===== src/rtl/serial_adder_ctrl_pkg.sv =====
// Shared types for the bit-serial add controller: FSM state encoding and
// the signed-overflow helper.
package serial_adder_ctrl_pkg;

    typedef enum logic [1:0] {
        S_IDLE = 2'd0,
        S_RUN  = 2'd1,
        S_DONE = 2'd2
    } state_e;

    // Two's-complement overflow: carry into the MSB differs from carry out of it.
    function automatic logic signed_ovf(input logic carry_into_msb, input logic carry_out);
        return carry_into_msb ^ carry_out;
    endfunction

endpackage


===== src/rtl/serial_adder_ctrl_one_bit_adder_nand.sv =====
// One-bit full adder built only from 2-input NAND gates; purely combinational.
module one_bit_adder_nand (
    input  logic a,
    input  logic b,
    input  logic cin,
    output logic s,
    output logic cout
);

    logic n1_s;
    logic n2_s;
    logic n3_s;
    logic x1_s;
    logic n4_s;
    logic n5_s;
    logic n6_s;

    // Classic nine-NAND full adder; x1_s is a^b, cout reuses n1_s and n4_s.
    always_comb begin
        n1_s = ~(a & b);
        n2_s = ~(a & n1_s);
        n3_s = ~(b & n1_s);
        x1_s = ~(n2_s & n3_s);
        n4_s = ~(x1_s & cin);
        n5_s = ~(x1_s & n4_s);
        n6_s = ~(cin & n4_s);
        s    = ~(n5_s & n6_s);
        cout = ~(n1_s & n4_s);
    end

endmodule


===== src/rtl/serial_adder_ctrl.sv =====
// Bit-serial adder controller: feeds one NAND full-adder cell LSB first over
// WIDTH cycles, chaining the carry through a register.
module serial_adder_ctrl
    import serial_adder_ctrl_pkg::*;
#(
    parameter int WIDTH = 32
) (
    input  logic             clock,
    input  logic             reset,
    input  logic             start,
    input  logic [WIDTH-1:0] a,
    input  logic [WIDTH-1:0] b,
    input  logic             cin,
    output logic             busy,
    output logic             done,
    output logic [WIDTH-1:0] sum,
    output logic             cout,
    output logic             overflow
);

    localparam int CW = (WIDTH > 1) ? $clog2(WIDTH) : 1;
    localparam logic [CW-1:0] CNT_LAST = CW'(WIDTH - 1);
    localparam logic [CW-1:0] CNT_MSB  = CW'(WIDTH - 2);

    state_e           state_q,  state_d;
    logic [CW-1:0]    cnt_q,    cnt_d;
    logic [WIDTH-1:0] op_a_q,   op_a_d;
    logic [WIDTH-1:0] op_b_q,   op_b_d;
    logic [WIDTH-1:0] sum_sh_q, sum_sh_d;
    logic             carry_q,  carry_d;
    logic             cmsb_q,   cmsb_d;
    logic [WIDTH-1:0] sum_q,    sum_d;
    logic             cout_q,   cout_d;
    logic             ovf_q,    ovf_d;
    logic             busy_q,   busy_d;
    logic             done_q,   done_d;

    logic add_s;
    logic add_co;

    one_bit_adder_nand u_cell (
        .a    (op_a_q[0]),
        .b    (op_b_q[0]),
        .cin  (carry_q),
        .s    (add_s),
        .cout (add_co)
    );

    // Next-state, datapath shifting and result capture.
    always_comb begin
        state_d  = state_q;
        cnt_d    = cnt_q;
        op_a_d   = op_a_q;
        op_b_d   = op_b_q;
        sum_sh_d = sum_sh_q;
        carry_d  = carry_q;
        cmsb_d   = cmsb_q;
        sum_d    = sum_q;
        cout_d   = cout_q;
        ovf_d    = ovf_q;

        case (state_q)
            S_IDLE, S_DONE: begin
                if (start) begin
                    op_a_d  = a;
                    op_b_d  = b;
                    carry_d = cin;
                    cnt_d   = '0;
                    state_d = S_RUN;
                end else begin
                    state_d = S_IDLE;
                end
            end
            S_RUN: begin
                op_a_d   = op_a_q >> 1;
                op_b_d   = op_b_q >> 1;
                sum_sh_d = {add_s, sum_sh_q[WIDTH-1:1]};
                carry_d  = add_co;
                // The carry leaving bit WIDTH-2 is the carry into the MSB.
                if (cnt_q == CNT_MSB) begin
                    cmsb_d = add_co;
                end else begin
                    cmsb_d = cmsb_q;
                end
                if (cnt_q == CNT_LAST) begin
                    state_d = S_DONE;
                    sum_d   = {add_s, sum_sh_q[WIDTH-1:1]};
                    cout_d  = add_co;
                    ovf_d   = signed_ovf(cmsb_q, add_co);
                end else begin
                    cnt_d   = cnt_q + CW'(1);
                    state_d = S_RUN;
                end
            end
            default: begin
                state_d = S_IDLE;
            end
        endcase

        busy_d = (state_d == S_RUN);
        done_d = (state_d == S_DONE);
    end

    // State and datapath registers with synchronous reset.
    always_ff @(posedge clock) begin
        if (reset) begin
            state_q  <= S_IDLE;
            cnt_q    <= '0;
            op_a_q   <= '0;
            op_b_q   <= '0;
            sum_sh_q <= '0;
            carry_q  <= 1'b0;
            cmsb_q   <= 1'b0;
            sum_q    <= '0;
            cout_q   <= 1'b0;
            ovf_q    <= 1'b0;
            busy_q   <= 1'b0;
            done_q   <= 1'b0;
        end else begin
            state_q  <= state_d;
            cnt_q    <= cnt_d;
            op_a_q   <= op_a_d;
            op_b_q   <= op_b_d;
            sum_sh_q <= sum_sh_d;
            carry_q  <= carry_d;
            cmsb_q   <= cmsb_d;
            sum_q    <= sum_d;
            cout_q   <= cout_d;
            ovf_q    <= ovf_d;
            busy_q   <= busy_d;
            done_q   <= done_d;
        end
    end

    assign busy     = busy_q;
    assign done     = done_q;
    assign sum      = sum_q;
    assign cout     = cout_q;
    assign overflow = ovf_q;

endmodule


===== config.mk =====
export PLATFORM = sky130hd
export DESIGN_NAME = serial_adder_ctrl
export DESIGN_NICKNAME = d
export VERILOG_FILES = /design/src/rtl/serial_adder_ctrl_pkg.sv /design/src/rtl/serial_adder_ctrl_one_bit_adder_nand.sv /design/src/rtl/serial_adder_ctrl.sv
export SDC_FILE = /design/constraint.sdc
export NUM_CORES = 1
export LEC_CHECK = 0
export CORE_ASPECT_RATIO = 1.4
export CORE_MARGIN = 1
export CORE_UTILIZATION = 40
export CTS_BUF_LIST = sky130_fd_sc_hd__clkbuf_2
export CTS_CLUSTER_DIAMETER = 120
export DETAILED_ROUTE_END_ITERATION = 10
export GPL_TIMING_DRIVEN = 0
export REMOVE_ABC_BUFFERS = 1
export SKIP_LAST_GASP = 1
export SLEW_MARGIN = 15
export SYNTH_ARGS = -nofsm -noshare
export SYNTH_HDL_FRONTEND = slang
export SYNTH_SLANG_ARGS = --single-unit

===== constraint.sdc =====
create_clock -name clock -period 2.5 [get_ports clock]
set_input_delay 0.5 -clock clock [delete_from_list [all_inputs] [get_ports clock]]
set_output_delay 0.5 -clock clock [all_outputs]
set_load 0.05 [all_outputs]

==> metrics.md <==
| Metric | Value |
|---|---|
| Status | `finished with violations` |
| DIE AREA | `0.0135 mm2` |
| Register clock-pin slew on the reported worst setup and hold paths | `0.22 ns` |
| Kind of path behind the tightest hold check | `in2reg` |
| PD cells | `619 mW/mm2` |
| Syn Std Cell Area | `~0.0052 mm2` |
| Number of synthesized register bits | `140` |
| Worst endpoint data arrival time | `1.86 ns` |
| P_leak | `between 2 and 2.5 nW` |
| Crit path cell chain | `clkdlybuf4s50_1` |
| Post-synth top area share | `53.9%` |
| Net count reported at finish | `771` |
| # H-tree levels | `4` |
| Insertion delay to the later sink of the worst-skew pair | `between 0.6 and 0.7 ns` |
| Filler instances | `between 1000 and 1500` |
| Highest Clock Rate | `0.424 GHz` |
| Bufs and invs on worst path | `1` |
| GR Util All Layers | `18.4%` |
| Number of failing setup endpoints in the final timing report | `0` |
| Adder-cell area share of the yosys netlist | `1.11%` |
| Worst Setup End Kind | `primary output` |
| Total routed wirelength | `roughly 12000 um` |
| Synthesized-area fraction occupied by ao, oa, aoi and oai cells | `15.3%` |
| Congestion Overflow GR | `0` |
| Transition time at the pin with the least slew margin | `between 0.8 and 0.9 ns` |
| Distinct cells, synth | `31` |
| CP startpoint | `overflow` |
| Clock sinks | `140` |
| Slowest CP cell | `clkdlybuf4s50_1` |
| Post_cts resized | `0` |
| Yosys synthesis warning count | `0` |
| DR WL/cell | `13.7 um` |
| Layout area overhead | `26.8%` |
| Delay contributed by the slowest stage of the critical path | `0.81 ns` |
| Setup TNS after final layout | `0 ns` |
| Data required time at the worst endpoint | `2.00 ns` |
| Largest driver fanout on the critical path | `2` |
| Total power consumption of the routed design | `4.08 mW` |
| HPWL Detailed | `7240 um` |
| Setup repair after global routing missed its margin | `false` |
| Weighted congestion at the end of routability-driven global placement | `0.695` |
| Quantity of hold-fixing buffers added after cts | `0` |
| Top Family by Delay on Critical Path | `buffers and inverters` |
| Cell taking the most area after synthesis | `dfxtp_1` |
| Initial antenna violation count | `0` |
| Avg Inst Size Synth | `8.24 um2` |
| Post-DRT Antenna Nets | `0` |
| Number of maximum-capacitance violations | `0` |
| Number of iterations in the first detailed-routing pass | `9` |
| Wire length of the first global-routing pass | `20000 um` |
| Start-to-end type of the worst setup path | `reg2out` |
| Reg-to-Reg Start | `cnt_q[0]` |
| Share of layout cells above drive strength 1 | `between 6 and 7%` |
| Leading cell types in the layout, fill and taps excluded | `140 x dfxtp_1, 132 x nand2_1, 125 x nor3_1` |
| Largest family of logic cells by synthesized area | `simple AND/OR/NAND/NOR gates` |
| Sequential cell area fraction in the yosys report | `53.9%` |
| Dpl cell area | `0.00638 mm2` |
| Number of buffers on the longest clock path | `2` |
| TritonCTS Buffers | `17` |
| First DRT Iteration DRCs | `160` |
| Most common cell after layout, fill and taps aside | `dfxtp_1` |
| Maximum VDD drop | `around 0.28 mV` |
| Post-layout instance count excluding filler cells | `roughly 860` |
| Number of port buffers | `103` |
| Startpoint class of the critical path | `register` |
| Number of inserted diodes | `0` |
| Horizontal extent of the die | `98.3 um` |
| # rows | `48` |
| Number of global-route vias before repair | `roughly 4500` |
| Headroom to the max-slew limit | `45.4%` |
| Violated checks | `DRC` |
| Area of the placeable core | `about 0.012 mm2` |
| CTS root buf | `clkbuf_2` |
| Post-synthesis xor/xnor area fraction | `0.337%` |
| Startpoint of the lowest-slack hold path | `reset` |
| Leading register cell type out of synthesis | `dfxtp_1` |
| End-of-flow core utilization | `52.8%` |
| Max Clock Skew | `0.0240 ns` |
| Clock tree from TritonCTS | `built` |
| Post-synth EDFFs | `0` |
| Post-route standard cell area excluding fillers | `0.00659 mm2` |
| Overall die height | `roughly 140 um` |
| Vias post-DR | `4666` |
| Fin crit period | `2.36 ns` |
| Starting Density | `41.6%` |
| DR vias/cell | `5.41` |
| Ratio of final minimum period to clock period | `94.4%` |
| Dominant cells by area after synthesis | `dfxtp_1 54%, nor3_1 12%, nand2_1 9.5%` |
| Maximum number of pins on one net before global-route repair | `111` |
| Gate Count Post-Synth | `631` |
| Number of instances in the placed design | `830` |
| Mux cell area share after synthesis | `0%` |
| Final number of hold-violating endpoints | `0` |
| Fraction of registers with async set or reset after synthesis | `0%` |
| Max-slew violation count | `0` |
| Post-Synth Simple-Gate Area | `24.4%` |
| I/O pin count | `104` |
| Remaining design rule violation count | `4` |
| Setup fix buffers added after clock tree synthesis | `0` |
-- area by class of cell --
class,count,area (um2),area share (%)
Inverter,2,7.51,0.114
Sequential cell,140,2800,42.5
Clock inverter,14,101,1.54
Timing Repair Buffer,111,1230,18.7
Tap cell,150,188,2.85
Clock buffer,18,90.1,1.37
Multi-Input combinational cell,427,2170,32.9
-- cell families after synthesis --
family	Yosys count
AND/OR/NAND/NOR	281
AO/OA/AOI/OAI	140
flip-flops	140
buffers and inverters	64
adder cells (fa/ha/maj)	4
XOR/XNOR	2
-- registers in the layout (all words and copies together), names as in the netlist --
signal / count
cmsb_q: 1
op_a_q: 32
carry_q: 1
overflow: 1
done: 1
sum: 32
sum_sh_q: 31
busy: 1
state_q: 2
cnt_q: 5
cout: 1
op_b_q: 32
-- stage by stage --
| step | hold WS (ns) | setup slack [ns] |
|---|---|---|
| finish | 0.145 | 0.140 |
| global route | 0.0610 | 0.00372 |
| CTS | 0.0347 | 0.0160 |
| detailed placement | 0.446 | 0.323 |
| global placement | 0.440 | -3.61 |
| floorplan | 0.426 | -1.50 |
-- synthesized netlist by cell type (all sizes together) (2+ instances only) --
cell    count
nand3b      2
nor2        4
nor2b       2
nand2b      3
nand3       6
inv         2
ha          3
o21ai       2
nand2     132
clkbuf     50
xnor2       2
a31oi       2
dfxtp     140
nor3      125
a211oi      2
buf        12
o22ai      62
a21oi      71
-- where the power goes --
group / leakage, nW / total, mW / internal [mW] / switching, mW
combinational: 1.09 / 0.577 / 0.282 / 0.295
clock: 0.123 / 1.09 / 0.262 / 0.830
sequential: 1.14 / 2.41 / 2.35 / 0.0636
-- metal layers --
metal  wire length (um)  global-route usage [%]  up-vias  part of all wire [%]
met3                784                    6.03       16                   6.6
met1               4940                    19.6     2184                    42
li1                   -                       -     2358                     -
met5                  0                       0        -                     0
met4                125                    6.30        0                   1.1
met2               5990                    34.1      108                    51
-- worst paths after layout --
path / to / slack, ns / cells past startpoint
max: overflow / 0.14 / 1
min: op_b_q[31] / 0.15 / 2
max reg2reg: cnt_q[3] / 0.32 / 6
min reg2reg: sum[5] / 0.47 / 2
Power figures use the tool's default switching activity.
